**src/rtl/usb_wake_seq_if.sv**
```systemverilog
// Handshake bundle between the wake sequencer and the USB init/readout side.
// master = sequencer (drives wakeup and status), slave = init/readout side.
interface usb_wake_seq_if;
  logic       start;
  logic       suspend_req;
  logic       usb_clk_lock;
  logic       n_ready;
  logic       wakeup;
  logic       link_up;
  logic       busy;
  logic       fail;
  logic [3:0] retry_cnt;
  logic [2:0] state_o;

  modport master (
    input  start, suspend_req, usb_clk_lock, n_ready,
    output wakeup, link_up, busy, fail, retry_cnt, state_o
  );

  modport slave (
    output start, suspend_req, usb_clk_lock, n_ready,
    input  wakeup, link_up, busy, fail, retry_cnt, state_o
  );
endinterface

```
**src/rtl/usb_wake_seq.sv**
```systemverilog
// USB clock bring-up initiator: wake pulse, lock/ready wait with timeouts and retries, suspend.
// Define LOCK_LOSS_RECOVERY_EN to re-run bring-up on lock loss in UP instead of entering FAIL.
module usb_wake_seq #(
  parameter int WAKE_LOW_CYCLES = 16,
  parameter int LOCK_TIMEOUT    = 1048576,
  parameter int READY_TIMEOUT   = 67108864,
  parameter int MAX_RETRY       = 3,
  parameter int CNT_W           = 32
) (
  input  logic           clk,
  input  logic           rst_n,
  usb_wake_seq_if.master bus
);

  typedef enum logic [2:0] {
    S_IDLE       = 3'd0,
    S_WAKE_PULSE = 3'd1,
    S_WAIT_LOCK  = 3'd2,
    S_WAIT_READY = 3'd3,
    S_UP         = 3'd4,
    S_SUSPEND    = 3'd5,
    S_FAIL       = 3'd6
  } state_t;

  localparam logic [CNT_W-1:0] WAKE_LAST  = CNT_W'(WAKE_LOW_CYCLES - 1);
  localparam logic [CNT_W-1:0] LOCK_LAST  = CNT_W'(LOCK_TIMEOUT - 1);
  localparam logic [CNT_W-1:0] READY_LAST = CNT_W'(READY_TIMEOUT - 1);
  localparam logic [4:0]       RETRY_LIM  = 5'(MAX_RETRY);

  state_t           state_q, state_d;
  logic [CNT_W-1:0] cnt_q, cnt_d;
  logic [3:0]       retry_q, retry_d;
  logic [1:0]       sync_q, sync_d;
  logic             wakeup_q, wakeup_d;
  logic             link_up_q, link_up_d;
  logic             busy_q, busy_d;
  logic             fail_q, fail_d;
  logic             attempt_fail;
  logic             lock_s;

  assign lock_s = sync_q[1];

  always_comb begin
    state_d      = state_q;
    retry_d      = retry_q;
    attempt_fail = 1'b0;
    sync_d       = {sync_q[0], bus.usb_clk_lock};

    case (state_q)
      S_IDLE: begin
        if (bus.start && !bus.suspend_req) begin
          retry_d = '0;
          state_d = S_WAKE_PULSE;
        end
      end
      S_WAKE_PULSE: begin
        if (!bus.start)              state_d = S_SUSPEND;
        else if (cnt_q == WAKE_LAST) state_d = S_WAIT_LOCK;
      end
      S_WAIT_LOCK: begin
        if (!bus.start)              state_d = S_SUSPEND;
        else if (lock_s)             state_d = S_WAIT_READY;
        else if (cnt_q == LOCK_LAST) attempt_fail = 1'b1;
      end
      S_WAIT_READY: begin
        // Lock loss outranks a same-cycle ready indication.
        if (!bus.start)               state_d = S_SUSPEND;
        else if (!lock_s)             attempt_fail = 1'b1;
        else if (!bus.n_ready)        state_d = S_UP;
        else if (cnt_q == READY_LAST) attempt_fail = 1'b1;
      end
      S_UP: begin
        if (bus.suspend_req || !bus.start) begin
          state_d = S_SUSPEND;
        end else if (!lock_s || bus.n_ready) begin
`ifdef LOCK_LOSS_RECOVERY_EN
          retry_d = '0;
          state_d = S_WAKE_PULSE;
`else
          state_d = S_FAIL;
`endif
        end
      end
      S_SUSPEND: begin
        if (bus.n_ready || cnt_q == READY_LAST) state_d = S_IDLE;
      end
      S_FAIL: begin
        if (!bus.start) state_d = S_IDLE;
      end
      default: state_d = S_IDLE;
    endcase

    if (attempt_fail) begin
      if (retry_q != 4'hF) retry_d = retry_q + 4'd1;
      state_d = (({1'b0, retry_q} + 5'd1) < RETRY_LIM) ? S_WAKE_PULSE : S_FAIL;
    end

    // Counter restarts on every state entry, so timeouts are plain equality tests.
    if (state_d != state_q) begin
      cnt_d = '0;
    end else if (state_q inside {S_WAKE_PULSE, S_WAIT_LOCK, S_WAIT_READY, S_SUSPEND}) begin
      cnt_d = cnt_q + CNT_W'(1);
    end else begin
      cnt_d = cnt_q;
    end

    wakeup_d  = state_d inside {S_WAIT_LOCK, S_WAIT_READY, S_UP};
    link_up_d = (state_d == S_UP);
    busy_d    = state_d inside {S_WAKE_PULSE, S_WAIT_LOCK, S_WAIT_READY, S_SUSPEND};
    fail_d    = (state_d == S_FAIL);
  end

  always_ff @(posedge clk or negedge rst_n) begin
    if (!rst_n) begin
      state_q   <= S_IDLE;
      cnt_q     <= '0;
      retry_q   <= '0;
      sync_q    <= '0;
      wakeup_q  <= 1'b0;
      link_up_q <= 1'b0;
      busy_q    <= 1'b0;
      fail_q    <= 1'b0;
    end else begin
      state_q   <= state_d;
      cnt_q     <= cnt_d;
      retry_q   <= retry_d;
      sync_q    <= sync_d;
      wakeup_q  <= wakeup_d;
      link_up_q <= link_up_d;
      busy_q    <= busy_d;
      fail_q    <= fail_d;
    end
  end

  assign bus.wakeup    = wakeup_q;
  assign bus.link_up   = link_up_q;
  assign bus.busy      = busy_q;
  assign bus.fail      = fail_q;
  assign bus.retry_cnt = retry_q;
  assign bus.state_o   = state_q;

endmodule

```
**src/flat_wrapper.sv**
```systemverilog
// flat-port wrapper written by rule: the top's interface ports become plain ports
module usb_wake_seq_flat 
#(
  parameter int WAKE_LOW_CYCLES = 16,
  parameter int LOCK_TIMEOUT    = 1048576,
  parameter int READY_TIMEOUT   = 67108864,
  parameter int MAX_RETRY       = 3,
  parameter int CNT_W           = 32
)
  (clk, rst_n, bus_start, bus_suspend_req, bus_usb_clk_lock, bus_n_ready, bus_wakeup, bus_link_up, bus_busy, bus_fail, bus_retry_cnt, bus_state_o);
  usb_wake_seq_if bus_i ();
  input  logic clk;
  input  logic rst_n;
  input wire logic [$bits(bus_i.start)-1:0] bus_start;
  input wire logic [$bits(bus_i.suspend_req)-1:0] bus_suspend_req;
  input wire logic [$bits(bus_i.usb_clk_lock)-1:0] bus_usb_clk_lock;
  input wire logic [$bits(bus_i.n_ready)-1:0] bus_n_ready;
  output wire logic [$bits(bus_i.wakeup)-1:0] bus_wakeup;
  output wire logic [$bits(bus_i.link_up)-1:0] bus_link_up;
  output wire logic [$bits(bus_i.busy)-1:0] bus_busy;
  output wire logic [$bits(bus_i.fail)-1:0] bus_fail;
  output wire logic [$bits(bus_i.retry_cnt)-1:0] bus_retry_cnt;
  output wire logic [$bits(bus_i.state_o)-1:0] bus_state_o;
  assign bus_i.start = bus_start;
  assign bus_i.suspend_req = bus_suspend_req;
  assign bus_i.usb_clk_lock = bus_usb_clk_lock;
  assign bus_i.n_ready = bus_n_ready;
  assign bus_wakeup = bus_i.wakeup;
  assign bus_link_up = bus_i.link_up;
  assign bus_busy = bus_i.busy;
  assign bus_fail = bus_i.fail;
  assign bus_retry_cnt = bus_i.retry_cnt;
  assign bus_state_o = bus_i.state_o;
  usb_wake_seq #(.WAKE_LOW_CYCLES(WAKE_LOW_CYCLES), .LOCK_TIMEOUT(LOCK_TIMEOUT), .READY_TIMEOUT(READY_TIMEOUT), .MAX_RETRY(MAX_RETRY), .CNT_W(CNT_W)) u_core (.clk(clk), .rst_n(rst_n), .bus(bus_i));
endmodule
```
**config.mk**
```make
export PLATFORM = sky130hd
export DESIGN_NAME = usb_wake_seq_flat
export DESIGN_NICKNAME = d
export VERILOG_FILES = /design/src/rtl/usb_wake_seq_if.sv /design/src/rtl/usb_wake_seq.sv /design/src/flat_wrapper.sv
export SDC_FILE = /design/constraint.sdc
export NUM_CORES = 1
export LEC_CHECK = 0
export ABC_AREA = 1
export CORE_MARGIN = 2
export CORE_UTILIZATION = 50
export DETAILED_ROUTE_END_ITERATION = 16
export GPL_TIMING_DRIVEN = 0
export PLACE_DENSITY = 0.71
export REMOVE_ABC_BUFFERS = 1
export SYNTH_ARGS = -nofsm -noshare
export SYNTH_HDL_FRONTEND = slang
export SYNTH_SLANG_ARGS = --single-unit
```
**constraint.sdc**
```tcl
create_clock -name clk -period 2.7 [get_ports clk]
set_input_delay 0.54 -clock clk [delete_from_list [all_inputs] [get_ports clk]]
set_output_delay 0.54 -clock clk [all_outputs]
set_load 0.005 [all_outputs]
```
Yosys cells after proc, flatten, opt, wreduce, memory -nomap -nowiden
Cells that the tools add are included.
{"block": "op_classes", "n_reduce_logical": 12, "magnitude_cmp": 1, "n_addsub": 3, "muxes": 29, "n_eq_ne": 17}
{"op": "32-bit two-way mux", "n": 2}
{"op": "3-bit two-way mux", "n": 14}
{"op": "32-bit by 1-bit adder with 32-bit output, second input constant", "n": 1}
{"op": "32-bit by 20-bit == test with 1-bit output, second input constant", "n": 1}
{"op": "32-bit by 26-bit == test with 1-bit output, second input constant", "n": 1}
{"op": "32-bit by 4-bit == test with 1-bit output, second input constant", "n": 1}
{"op": "3-bit case mux with 7 select lines", "n": 1}
{"op": "3-bit == test, second input constant", "n": 6}
{"op": "4-bit two-way mux", "n": 4}
{"op": "3-bit by 2-bit == test with 1-bit output, second input constant", "n": 4}
{"op": "4-bit nonzero test", "n": 2}
{"op": "1-bit two-way mux", "n": 7}
{"op": "3-bit by 1-bit == test with 1-bit output, second input constant", "n": 2}
{"op": "4-bit by 1-bit adder with 5-bit output, second input constant", "n": 1}
{"op": "5-bit by 2-bit < comparator with 1-bit output, second input constant", "n": 1}
{"op": "4-bit by 1-bit adder with 4-bit output, second input constant", "n": 1}
{"op": "4-bit inequality test, second input constant", "n": 1}
{"op": "1-bit logical NOT", "n": 3}
{"op": "3-bit logical NOT", "n": 1}
{"op": "1-bit logical OR", "n": 3}
{"op": "3-bit inequality test", "n": 1}
{"op": "3-bit nonzero test", "n": 1}
{"op": "1-bit case mux with 2 select lines", "n": 1}
{"op": "2-bit nonzero test", "n": 1}
{"op": "1-bit logical AND", "n": 1}
{"block": "word_totals", "in_bits": 6, "reg_bits": 45, "word_cells": 70, "out_inout_bits": 11}

Depth between registers and ports, before layout
Gate-level depths: netlist of the first run.
{"block": "logic_depth", "ltp_word": 9, "ltp_mapped": 17, "depth_no_buf": 16}

Worst setup path after synthesis of the first run
No wires, ideal clock.
{"block": "synth_timing", "path_type": "reg2reg", "startpoint": "register u_core.retry_q[0], in the netlist u_core.bus.retry_cnt[0]", "endpoint": "register u_core.cnt_q[0]", "path_stages_with_launch": 15, "setup_ps": 124, "t_arrival_ps": 1902, "period_less_slack_ps": 2027, "required_time_ps": 2576, "path_buffers": 1, "setup_slack_ps": 673, "cell_sequence": "dfrtp_1 > ha_1 > nand2_1 > nand2_1 > o21ai_0 > o211ai_1 > inv_1 > nand4_4 > nand2_2 > nand2_2 > nand2_2 > nor2_4 > nand2_4 > buf_12 > nor2_4"}
{"block": "synth_between", "elab_chain_cells": 6, "elab_cells_between_ends": 7, "cone_classes": "add/sub: 1; order compare: 1; eq/ne: 1; mux: 3; reduce/logical: 1"}
{"element": "from (decl)", "line_no": "usb_wake_seq.sv:32", "text": "logic [3:0] retry_q, retry_d;"}
{"element": "from (signal assigned)", "line_no": "usb_wake_seq.sv:126", "text": "retry_q <= retry_d;"}
{"element": "4-bit by 1-bit adder with 5-bit output *", "line_no": "usb_wake_seq.sv:95", "text": "state_d = (({1'b0, retry_q} + 5'd1) < RETRY_LIM) ? S_WAKE_PULSE : S_FAIL;"}
{"element": "5-bit by 2-bit < comparator with 1-bit output *", "line_no": "usb_wake_seq.sv:95"}
{"element": "3-bit two-way mux *", "line_no": "usb_wake_seq.sv:95"}
{"element": "3-bit two-way mux *", "line_no": "usb_wake_seq.sv:93", "text": "if (attempt_fail) begin"}
{"element": "3-bit inequality test *", "line_no": "usb_wake_seq.sv:99", "text": "if (state_d != state_q) begin"}
{"element": "32-bit two-way mux or 2-bit nonzero test (tied branches)"}
{"element": "to (signal assigned)", "line_no": "usb_wake_seq.sv:125", "text": "cnt_q <= cnt_d;"}
{"element": "to (decl)", "line_no": "usb_wake_seq.sv:31", "text": "logic [CNT_W-1:0] cnt_q, cnt_d;"}
Mark *: on every way between the ends. The rest lies on a longest branch, timed or not.
A chain may end at the register's enable or synchronous reset.

Final worst setup path of the first run
{"block": "layout_timing", "startpoint": "input bus_n_ready", "endpoint": "register u_core.cnt_q[28]"}
{"block": "layout_between", "elab_chain_cells": 7, "elab_cells_between_ends": 17, "cone_classes": "eq/ne: 1; mux: 13; reduce/logical: 3"}
{"element": "from (decl)", "line_no": "flat_wrapper.sv:17", "text": "input wire logic [$bits(bus_i.n_ready)-1:0] bus_n_ready;"}
{"element": "3-bit two-way mux (tied with other cells)", "line_no": "usb_wake_seq.sv:69", "text": "else if (!bus.n_ready) state_d = S_UP;"}
{"element": "3-bit two-way mux (tied with other cells)", "line_no": "usb_wake_seq.sv:68", "text": "else if (!lock_s) attempt_fail = 1'b1;"}
{"element": "3-bit two-way mux (tied with other cells)", "line_no": "usb_wake_seq.sv:67", "text": "if (!bus.start) state_d = S_SUSPEND;"}
{"element": "3-bit case mux with 7 select lines or 1-bit case mux with 2 select lines (tied branches)", "line_no": "usb_wake_seq.sv:49", "text": "case (state_q)"}
{"element": "3-bit two-way mux *", "line_no": "usb_wake_seq.sv:93"}
{"element": "via u_core.state_d[0]", "line_no": "usb_wake_seq.sv:30", "text": "state_t state_q, state_d;"}
{"element": "3-bit inequality test *", "line_no": "usb_wake_seq.sv:99"}
{"element": "32-bit two-way mux or 2-bit nonzero test (tied branches)"}
Mark *: on every way through the listed nets, which the timed path passes. The rest lies on a longest branch.

==> metrics.cfg, run 1 <==
[grt]
overflow = 0
antenna_found_initial = 0
grt_max_degree = 33
grt_use_total = 0.181
grt_pass1_vias = 2112
grt_first_pass_wirelength_mm = 9.44

[sta]
fin_skew_ns = 0.0117
hold_ws_ns = 0.155
setup-tns-final_ns = 0
fin_crit_sh = 0.919
fmax_ghz = 0.403
slew_headroom = 0.688
setup_viol = 0
tightestPinTransition_ns = 0.468
fin_crit_ns = 2.48
finalHoldViolations = 0
rsz0062_at_grt = false
finalMaxSlewViolations = 0

[route]
route.detailed.drc = 0
wirelength_mm = 5.65
drtAntennaViolNets = 0
first_pass_iters = 4
route.vias.total = 2296
via_per_inst = 5.06
first_iter_violations = 90
wire_per_inst_um = 12.4

[worst_setup_path]
start_kind = primary input
cp_max_fo = 16
cp.arrival_ns = 2.66
critical_path_required_ns = 2.88
worstSetupPathType = in2reg
endpoint_kind = flop

[clocking]
root_buffer = clkbuf_8
h-tree-depth = 2
clkTransAtPathRegs_ns = 0.09
worstSkewPairLatency_ns = 0.30
cts_tree = done
clk_path_buf_depth = 2
cts_buffers = 5
cts_sinks = 45

[pwr]
power.density_nw_per_um2 = 780
p_total_uw = 2660
p_sw_uw = 1240
intPower_uw = 1420
p_sw_frac = 0.466
pwr-share-comb = 0.548
clock_power_share = 0.152
pwr-share-seq = 0.300
max-vdd-ir-drop_uv = 577
total_leakage_power_uw = 0.00137

[finish]
final_cells = 454
area_delta_synth_final_pct = 12.3
diodes = 0
drive_gt1_frac = 0.235
nNetsFinal = 386
final_area_um2 = 3410

[synth]
ys_ff_latch = 45
syn-cell-area_um2 = 3040
ys_warn_count = 0
synth_cell_types = 34
syn-mean-instance-area_um2 = 8.61
yosysSeqAreaShare = 0.371
synthCells = 353

[placement]
placed_cells = 440
port-buffer-count = 16
hpwl_mm = 4.06
dpl-instance-area_um2 = 3230
gp_congestion = 0.848

[min_path]
hp-class = in2async

[die]
start_util = 0.516
die_w_um = 81.9
die_area_um2 = 6710
die_h_um = 81.9
core-area_um2 = 5890
pin_count = 17
core.rowCount = 28

[run]
max-cap-violations = 0

[outcome]
status = finished clean

[final timing paths]
path                                                         from                      endpoint  slack (ns)  cells past startpoint
worst max register to register  u_core.bus.retry_cnt[0]$_DFF_PN0_  u_core.cnt_q[28]$_DFFE_PN0P_        0.33                     12
max in group asynchronous                                   rst_n   u_core.cnt_q[5]$_DFFE_PN0P_        2.05                      2
worst max-delay path                                  bus_n_ready  u_core.cnt_q[28]$_DFFE_PN0P_        0.22                     12
worst min register to register         u_core.sync_q[0]$_DFF_PN0_    u_core.sync_q[1]$_DFF_PN0_        0.36                      0
min in group clk                       u_core.sync_q[0]$_DFF_PN0_    u_core.sync_q[1]$_DFF_PN0_        0.36                      0
worst min-delay path                                        rst_n  u_core.cnt_q[23]$_DFFE_PN0P_        0.15                      1
[worst max-delay path, stage by stage]
cell             delay [ns]
clkdlybuf4s50_1        0.47
or2_2                  0.35
o21ai_0                0.15
nand3_1                0.11
a21oi_1                0.13
nand2_1                0.08
nand2_2                0.08
nand2_2                0.07
nand2_1                0.06
nand2_1                0.22
nand2_8                0.32
nor2_1                 0.07
[layout by cell type (no fill, tap or decap), types with 4 or more instances in the layout]
cell type        instances
xnor2_1                  8
nor3_1                   8
clkbuf_8                 5
o21ai_0                 10
nand2_2                 14
inv_2                    4
nor2_2                   7
nor2_1                  41
inv_1                   36
nand4_1                  8
clkdlybuf4s50_1         15
dfrtp_1                 45
xor2_1                  21
nand3_1                 20
nor2_4                  34
nand2_1                 60
nand2_4                  4
[cells in the mapped netlist (all sizes together)]
master | n | area [um^2]
nor3b | 1 | 7.51
xnor2 | 8 | 70.1
dfrtp | 45 | 1130
o211ai | 3 | 22.5
nor2 | 83 | 601
o21ai | 12 | 60.1
xor2 | 21 | 184
o21a | 1 | 7.51
inv | 40 | 150
nand3 | 23 | 138
nor3 | 10 | 60.1
ha | 2 | 25.0
nand4 | 9 | 71.3
a21oi | 3 | 15.0
a31oi | 2 | 12.5
mux2i | 1 | 10.0
nand2 | 79 | 367
or2 | 2 | 12.5
buf | 5 | 76.3
nor4 | 2 | 12.5
o22a | 1 | 10.0
[area by class of cell]
class,count,area [um^2]
Clock buffer,7,76.3
Fill cell,537,2470
Tap cell,75,93.8
Sequential cell,45,1130
Timing Repair Buffer,22,238
Multi-Input combinational cell,264,1720
Inverter,40,150
Clock inverter,1,7.51
[state kept, by name, indices dropped and copies added, names as in the netlist]
| register | flops |
|---|---|
| u_core.cnt_q | 32 |
| u_core.bus.retry_cnt | 4 |
| u_core.bus.state_o | 3 |
| u_core.sync_q | 2 |
| u_core.bus.busy | 1 |
| u_core.bus.fail | 1 |
| u_core.bus.link_up | 1 |
| u_core.bus.wakeup | 1 |
[metrics by stage]
step / utilization / worst slack, ns
after global placement: 0.546 / -0.419
after floorplan: - / 0.300
after detailed placement: 0.549 / -0.448
after CTS: 0.565 / 0.0621
after global routing: 0.580 / 0.0953
final: 0.580 / 0.220
[routing by layer]
layer	part of all wire	vias up	track usage
li1	-	1164	-
met1	0.47	1073	0.242
met2	0.48	52	0.291
met3	0.043	7	0.0363
met4	0.013	0	0.0633
met5	0	-	0
[kinds of logic (layout without fill, tap and decap cells)]
kind of cell	count (synthesis)	after routing	synth area share
muxes	1	1	0.00330
and+or+nand+nor	209	210	0.418
xor gates and xnor gates	29	29	0.0836
AOI/OAI and AO/OA	22	22	0.0420
adders and majority gates	2	2	0.00824
buffers and inverters	45	70	0.0745
DFF	45	45	0.371
[power by group through the flow]
stage / clock (uW) / combinational (uW) / sequential, uW
CTS: 416 / 1160 / 797
finish: 405 / 1460 / 799
global route: 443 / 1580 / 809
global placement: 0 / 1100 / 809
detailed placement: 0 / 1120 / 810
floorplan: 0 / 845 / 801
[what timing repair did]
action | CTS | global route
setup buffers | 0 | 5
setup endpoints to repair | 32 | 31
cloned | 0 | 1
pin swaps | 0 | 0
resized for setup | 1 | 3
hold buffers | 0 | 0
(Power assumes the default switching activity.)
==> run 2: changes to the inputs <==
PLACE_DENSITY = 0.75   (was 0.71)
SLEW_MARGIN = 20   (was default)
==> run 2 against run 1 <==
Compared with the run above:
- sequential share of layout area fell by 0.64 points
- sequential power barely moved
- core utilization rose by 1.1 points
- non-clock buffer count rose by 5
- hold slack barely moved
- power rose by 9.1%
- first-iteration DRC count rose by 10%
==> metrics.cfg, run 2 (synthesized netlist as in run 1, its figures left out) <==
[placement]
dpl-instance-area_um2 = 3230  ; unchanged
placed_cells = 440  ; unchanged
preCtsSetupSlack_ns = -0.459  ; -0.0115 ns
gp_congestion = 0.880  ; +3.8%
hpwl_mm = 4.06  ; about the same
port-buffer-count = 16  ; unchanged

[route]
highest_layer = met4
route.vias.total = 2318  ; +0.96%
via_per_inst = 5.05  ; -0.14%
first_pass_iters = 4  ; unchanged
first_iter_violations = 99  ; +10%
route.detailed.drc = 0  ; unchanged
wirelength_mm = 5.86  ; +3.7%
met2WireLength_mm = 2.96  ; +9.6%
wl_met1_mm = 2.69  ; +2.4%
wire_per_inst_um = 12.8  ; +2.6%
wl_met3_um = 136  ; -44%
drtAntennaViolNets = 0  ; unchanged

[sta]
tightestPinTransition_ns = 0.497  ; +0.0299 ns
fmax_ghz = 0.395  ; -2.1%
setup_viol = 0  ; unchanged
slew_headroom = 0.668  ; -0.0201
finalHoldViolations = 0  ; unchanged
rsz0062_at_grt = false
fin_skew_ns = 0.00448  ; -0.00725 ns
fin_crit_ns = 2.53  ; +0.0520 ns
fin_crit_sh = 0.938  ; +0.0193
finalMaxSlewViolations = 0  ; unchanged
setup_ws_ns = 0.168  ; -0.0520 ns

[clocking]
worstSkewPairLatency_ns = 0.30  ; about the same
cts_sinks = 45  ; unchanged
cts_tree = done
h-tree-depth = 2  ; unchanged
clkTransAtPathRegs_ns = 0.08  ; about the same
root_buffer = clkbuf_8
clk_path_buf_depth = 2  ; unchanged
cts_buffers = 5  ; unchanged
cts_hold_buf = 0  ; unchanged

[finish]
nNetsFinal = 391  ; +1.3%
final_area_um2 = 3480  ; +2.0%
num-fill-cells = 495  ; -7.8%
largest-register = u_core.cnt_q
layout_common_cells = 61 x nand2_1, 45 x dfrtp_1, 41 x nor2_1, 36 x inv_1, 34 x nor2_4
largest_reg_flops = 32  ; unchanged
diodes = 0  ; unchanged
final_cells = 459  ; +1.1%
drive_gt1_frac = 0.245  ; +0.00996
final_common_cell = nand2_1
area_delta_synth_final_pct = 14.5

[worst_setup_path]
worstSetupPathType = in2reg
crit_chain = clkdlybuf4s50_1 -> inv_2 -> nor2_1 -> nand2_1 -> nand2_1 -> nand3_1 -> a21oi_1 -> nand2_1 -> nand2_2 -> nand2_2 -> nand2_1 -> nand2_1 -> nand2_8 -> nor2_4
cp_common_cell = nand2_1
start_kind = primary input
cp.arrival_ns = 2.72  ; +0.06 ns
timing.rr.start = u_core.bus.state_o[1]$_DFF_PN0_
endpoint_kind = flop
critical_path_required_ns = 2.89  ; about the same
cp_max_fo = 16  ; unchanged
path_delay_family = simple AND/OR/NAND/NOR gates
crit_start = bus_start
path_buf_inv = 2  ; +1
critPathSlowestCell = clkdlybuf4s50_1
cp.depth = 14  ; +2
ff2ff_path_depth = 12  ; unchanged
cpPeakStageDelay_ns = 0.52  ; +0.05 ns

[pwr]
max-vdd-ir-drop_uv = 570  ; -1.2%
pwr-share-comb = 0.543  ; -0.005
p_sw_uw = 1280  ; +3.3%
p_sw_frac = 0.441  ; -0.0249
intPower_uw = 1620  ; +14%
total_leakage_power_uw = 0.00141  ; +3.1%
power.density_nw_per_um2 = 835  ; +7.0%
clock_power_share = 0.182  ; +0.030
pwr-share-seq = 0.275  ; -0.025

[die]
die_h_um = 81.9  ; unchanged
die_w_um = 81.9  ; unchanged
pin_count = 17  ; unchanged
die_area_um2 = 6710  ; unchanged
core-area_um2 = 5890  ; unchanged
core.rowCount = 28  ; unchanged
start_util = 0.516  ; unchanged

[grt]
grt_pass1_vias = 2158  ; +2.2%
antenna_found_initial = 0  ; unchanged
grt_use_total = 0.178  ; -0.00227
grt_max_degree = 33  ; unchanged
overflow = 0  ; unchanged
grt_first_pass_wirelength_mm = 9.29  ; -1.6%

[run]
max-cap-violations = 0  ; unchanged

[min_path]
hp-class = in2async

[outcome]
status = finished clean

==> run 2: final timing paths <==
kind	to	slack, ns
max	u_core.cnt_q[25]$_DFFE_PN0P_	0.17
min	u_core.cnt_q[23]$_DFFE_PN0P_	0.15
max reg2reg	u_core.cnt_q[14]$_DFFE_PN0P_	0.23
min reg2reg	u_core.sync_q[1]$_DFF_PN0_	0.37
max in group asynchronous	u_core.cnt_q[17]$_DFFE_PN0P_	2.05
min in group clk	u_core.sync_q[1]$_DFF_PN0_	0.37
==> run 2: layer usage <==
layer  vias to the layer above  GRT usage
met5                         -          0
met4                         0     0.0783
met3                         5     0.0264
met2                        37      0.307
met1                      1106      0.221
li1                       1170          -
==> run 2: through the flow <==
step	TNS (ns)	utilization	hold WS, ns	total power [uW]
floorplan	0	-	0.244	1650
global placement	-16.57	0.546	0.348	1900
detailed placement	-11.68	0.549	0.352	1920
CTS	0	0.570	0.160	2490
global route	0	0.591	0.180	3070
finish	0	0.591	0.154	2900
==> run 2: power groups by stage <==
| stage | Sequential (uW) | Clock, uW | Combinational [uW] |
|---|---|---|---|
| after floorplan | 801 | 0 | 845 |
| after global placement | 809 | 0 | 1090 |
| after detailed placement | 810 | 0 | 1110 |
| after CTS | 797 | 546 | 1150 |
| after global routing | 811 | 567 | 1690 |
| final | 799 | 529 | 1580 |
==> run 2: final cells by class <==
class | count | area [um^2] | share of cell area
clock buffers | 7 | 86.3 | 0.0248
clock inverters | 1 | 30.0 | 0.00863
inverters | 40 | 150 | 0.0431
multi-input cells | 264 | 1720 | 0.494
flip-flops and latches | 45 | 1130 | 0.324
well taps | 75 | 93.8 | 0.0270
repair buffers | 27 | 275 | 0.0791
==> run 2: repair_timing <==
item | in CTS | in global routing
endpoints found under the setup margin | 32 | 32
pin swaps | 0 | 1
resized for setup | 1 | 2
setup buffers | 0 | 10
gates cloned | 0 | 1
==> run 3: changes to the inputs <==
CORE_MARGIN = 1.5   (was 2)
CTS_CLUSTER_SIZE = 12   (was default)
==> run 3 against run 2 <==
Compared with the run above:
- power shrank 5.3%
- clock power fell by 20%
- die area decreased by 2.4%
- maximum frequency decreased by 1.2%
- core utilization down 0.89 points
- global-route usage is 0.64 points higher
- clock skew up 0.0022 ns
- setup slack got worse by 0.031 ns
- sequential share of layout area rose by 0.50 points
- critical path type unchanged
- critical endpoint is now u_core.cnt_q[24]$_DFFE_PN0P_
- highest routed layer unchanged
==> metrics.cfg, run 3 (synthesized netlist as in run 1, its figures left out) <==
[die]
pin_count = 17  ; unchanged
die_h_um = 80.9  ; -1.2%
die_w_um = 80.9  ; -1.2%
core-area_um2 = 5890  ; unchanged
die_area_um2 = 6550  ; -2.4%
start_util = 0.516  ; unchanged
core.rowCount = 28  ; unchanged

[route]
wire_per_inst_um = 13.0  ; +1.8%
wirelength_mm = 5.91  ; +0.94%
via_per_inst = 5.09  ; +0.88%
route.vias.total = 2318  ; unchanged
route.detailed.drc = 0  ; unchanged
drtAntennaViolNets = 0  ; unchanged
first_iter_violations = 142  ; +43%
first_pass_iters = 4  ; unchanged

[min_path]
hp-class = in2async

[clocking]
cts_buffers = 5  ; unchanged
cts_tree = done
clk_path_buf_depth = 2  ; unchanged
root_buffer = clkbuf_8
cts_sinks = 45  ; unchanged
clkTransAtPathRegs_ns = 0.08  ; about the same
h-tree-depth = 2  ; unchanged
worstSkewPairLatency_ns = 0.30  ; about the same

[sta]
tightestPinTransition_ns = 0.489  ; -0.00838 ns
hold_ws_ns = 0.159  ; +0.00414 ns
fin_crit_sh = 0.949  ; +0.0116
slew_headroom = 0.673  ; +0.00560
setup_viol = 0  ; unchanged
fin_crit_ns = 2.56  ; +0.0312 ns
fin_skew_ns = 0.00671  ; +0.00223 ns
setup-tns-final_ns = 0  ; unchanged
fmax_ghz = 0.390  ; -1.2%
finalHoldViolations = 0  ; unchanged
setup_ws_ns = 0.136  ; -0.0312 ns
finalMaxSlewViolations = 0  ; unchanged

[worst_setup_path]
timing.rr.start = u_core.bus.retry_cnt[0]$_DFF_PN0_
cp_max_fo = 16  ; unchanged
critPathSlowestCell = clkdlybuf4s50_1
critical_path_required_ns = 2.88  ; about the same
cp_common_cell = nand2_1
start_kind = primary input
path_buf_inv = 1  ; -1
cpPeakStageDelay_ns = 0.47  ; -0.05 ns
crit_chain = clkdlybuf4s50_1 -> or2_2 -> o21ai_0 -> nand3_1 -> a21oi_1 -> nand2_1 -> nand2_2 -> nand2_2 -> nand2_1 -> nand2_1 -> nand2_8 -> nor2_4
endpoint_kind = flop
cp.arrival_ns = 2.74  ; +0.02 ns
reg2reg_setup_slack_ns = 0.19  ; -0.04 ns
worstSetupPathType = in2reg
ff2ff_path_depth = 12  ; unchanged
r2r-end = u_core.cnt_q[24]$_DFFE_PN0P_
path_delay_family = simple AND/OR/NAND/NOR gates

[placement]
port-buffer-count = 16  ; unchanged
preCtsSetupSlack_ns = -0.432  ; +0.0275 ns
hpwl_mm = 4.06  ; +0.12%
gp_congestion = 0.894  ; +1.6%

[finish]
largest_reg_flops = 32  ; unchanged
drive_gt1_frac = 0.237  ; -0.00795
final_common_cell = nand2_1
nNetsFinal = 388  ; -0.77%
diodes = 0  ; unchanged
area_delta_synth_final_pct = 12.8
final_core_util = 0.582  ; -0.00893
largest-register = u_core.cnt_q
layout_common_cells = 61 x nand2_1, 45 x dfrtp_1, 41 x nor2_1, 36 x inv_1, 34 x nor2_4

[run]
max-cap-violations = 0  ; unchanged

[grt]
grt_use_total = 0.185  ; +0.00643
antenna_found_initial = 0  ; unchanged
grt_pass1_vias = 2147  ; -0.51%
grt_max_degree = 33  ; unchanged
grt_first_pass_wirelength_mm = 9.36  ; +0.82%
overflow = 0  ; unchanged

[pwr]
total_leakage_power_uw = 0.00138  ; -2.0%
max-vdd-ir-drop_uv = 544  ; -4.6%
power.density_nw_per_um2 = 803  ; -3.8%

[outcome]
status = finished clean

[run 3: layout make-up]
type / instances / area [um^2]
multi-input combinational: 264 / 1720
tap: 75 / 93.8
sequential: 45 / 1130
timing repair buffer: 24 / 253
clock buffer: 7 / 86.3
fill: 527 / 2460
inverter: 40 / 150
[run 3: power breakdown]
part / switching, uW / leakage (uW) / internal, uW
combinational: 993 / 0.000723 / 539
clock: 220 / 0.0000443 / 203
sequential: 65.6 / 0.000615 / 730
total: 1280 / 0.00138 / 1470
[run 3: what timing repair did]
action                     in CTS  in global routing
gates resized for setup         1                  2
gates cloned                    0                  1
setup endpoints to repair      32                 32
pin swaps                       0                  1
hold buffers                    0                  0
buffers inserted                0                  7
[run 3: how the worst max path moves through the flow]
stage	from	endpoint	slack, ns	depth (start not counted)
5_1_grt	bus_start	u_core.cnt_q[22]$_DFFE_PN0P_	-0.07	15
6_report	bus_n_ready	u_core.cnt_q[24]$_DFFE_PN0P_	0.14	12
3_5_place_dp	bus_start	u_core.cnt_q[28]$_DFFE_PN0P_	-0.43	13
2_1_floorplan	u_core.bus.retry_cnt[0]$_DFF_PN0_	u_core.cnt_q[28]$_DFFE_PN0P_	0.30	13
4_1_cts	bus_start	u_core.cnt_q[28]$_DFFE_PN0P_	0.11	13
3_3_place_gp	bus_start	u_core.cnt_q[28]$_DFFE_PN0P_	-0.39	13
[run 3: stage by stage]
| step | std cells | cell area (um^2) | power [uW] |
|---|---|---|---|
| floorplan | 348 | 2960 | 1650 |
| global placement | 439 | 3220 | 1900 |
| detailed placement | 440 | 3230 | 1920 |
| CTS | 447 | 3330 | 2380 |
| global route | 455 | 3430 | 2920 |
| finish | 455 | 3430 | 2750 |
[run 3: per-layer routing]
metal | vias up | share of wire | global-route usage | wire length [um]
met5 | - | 0 | 0 | 0
met4 | 0 | 0.026 | 0.0534 | 155
met3 | 14 | 0.033 | 0.0416 | 193
met2 | 45 | 0.48 | 0.320 | 2830
met1 | 1088 | 0.46 | 0.230 | 2730
li1 | 1171 | - | - | -
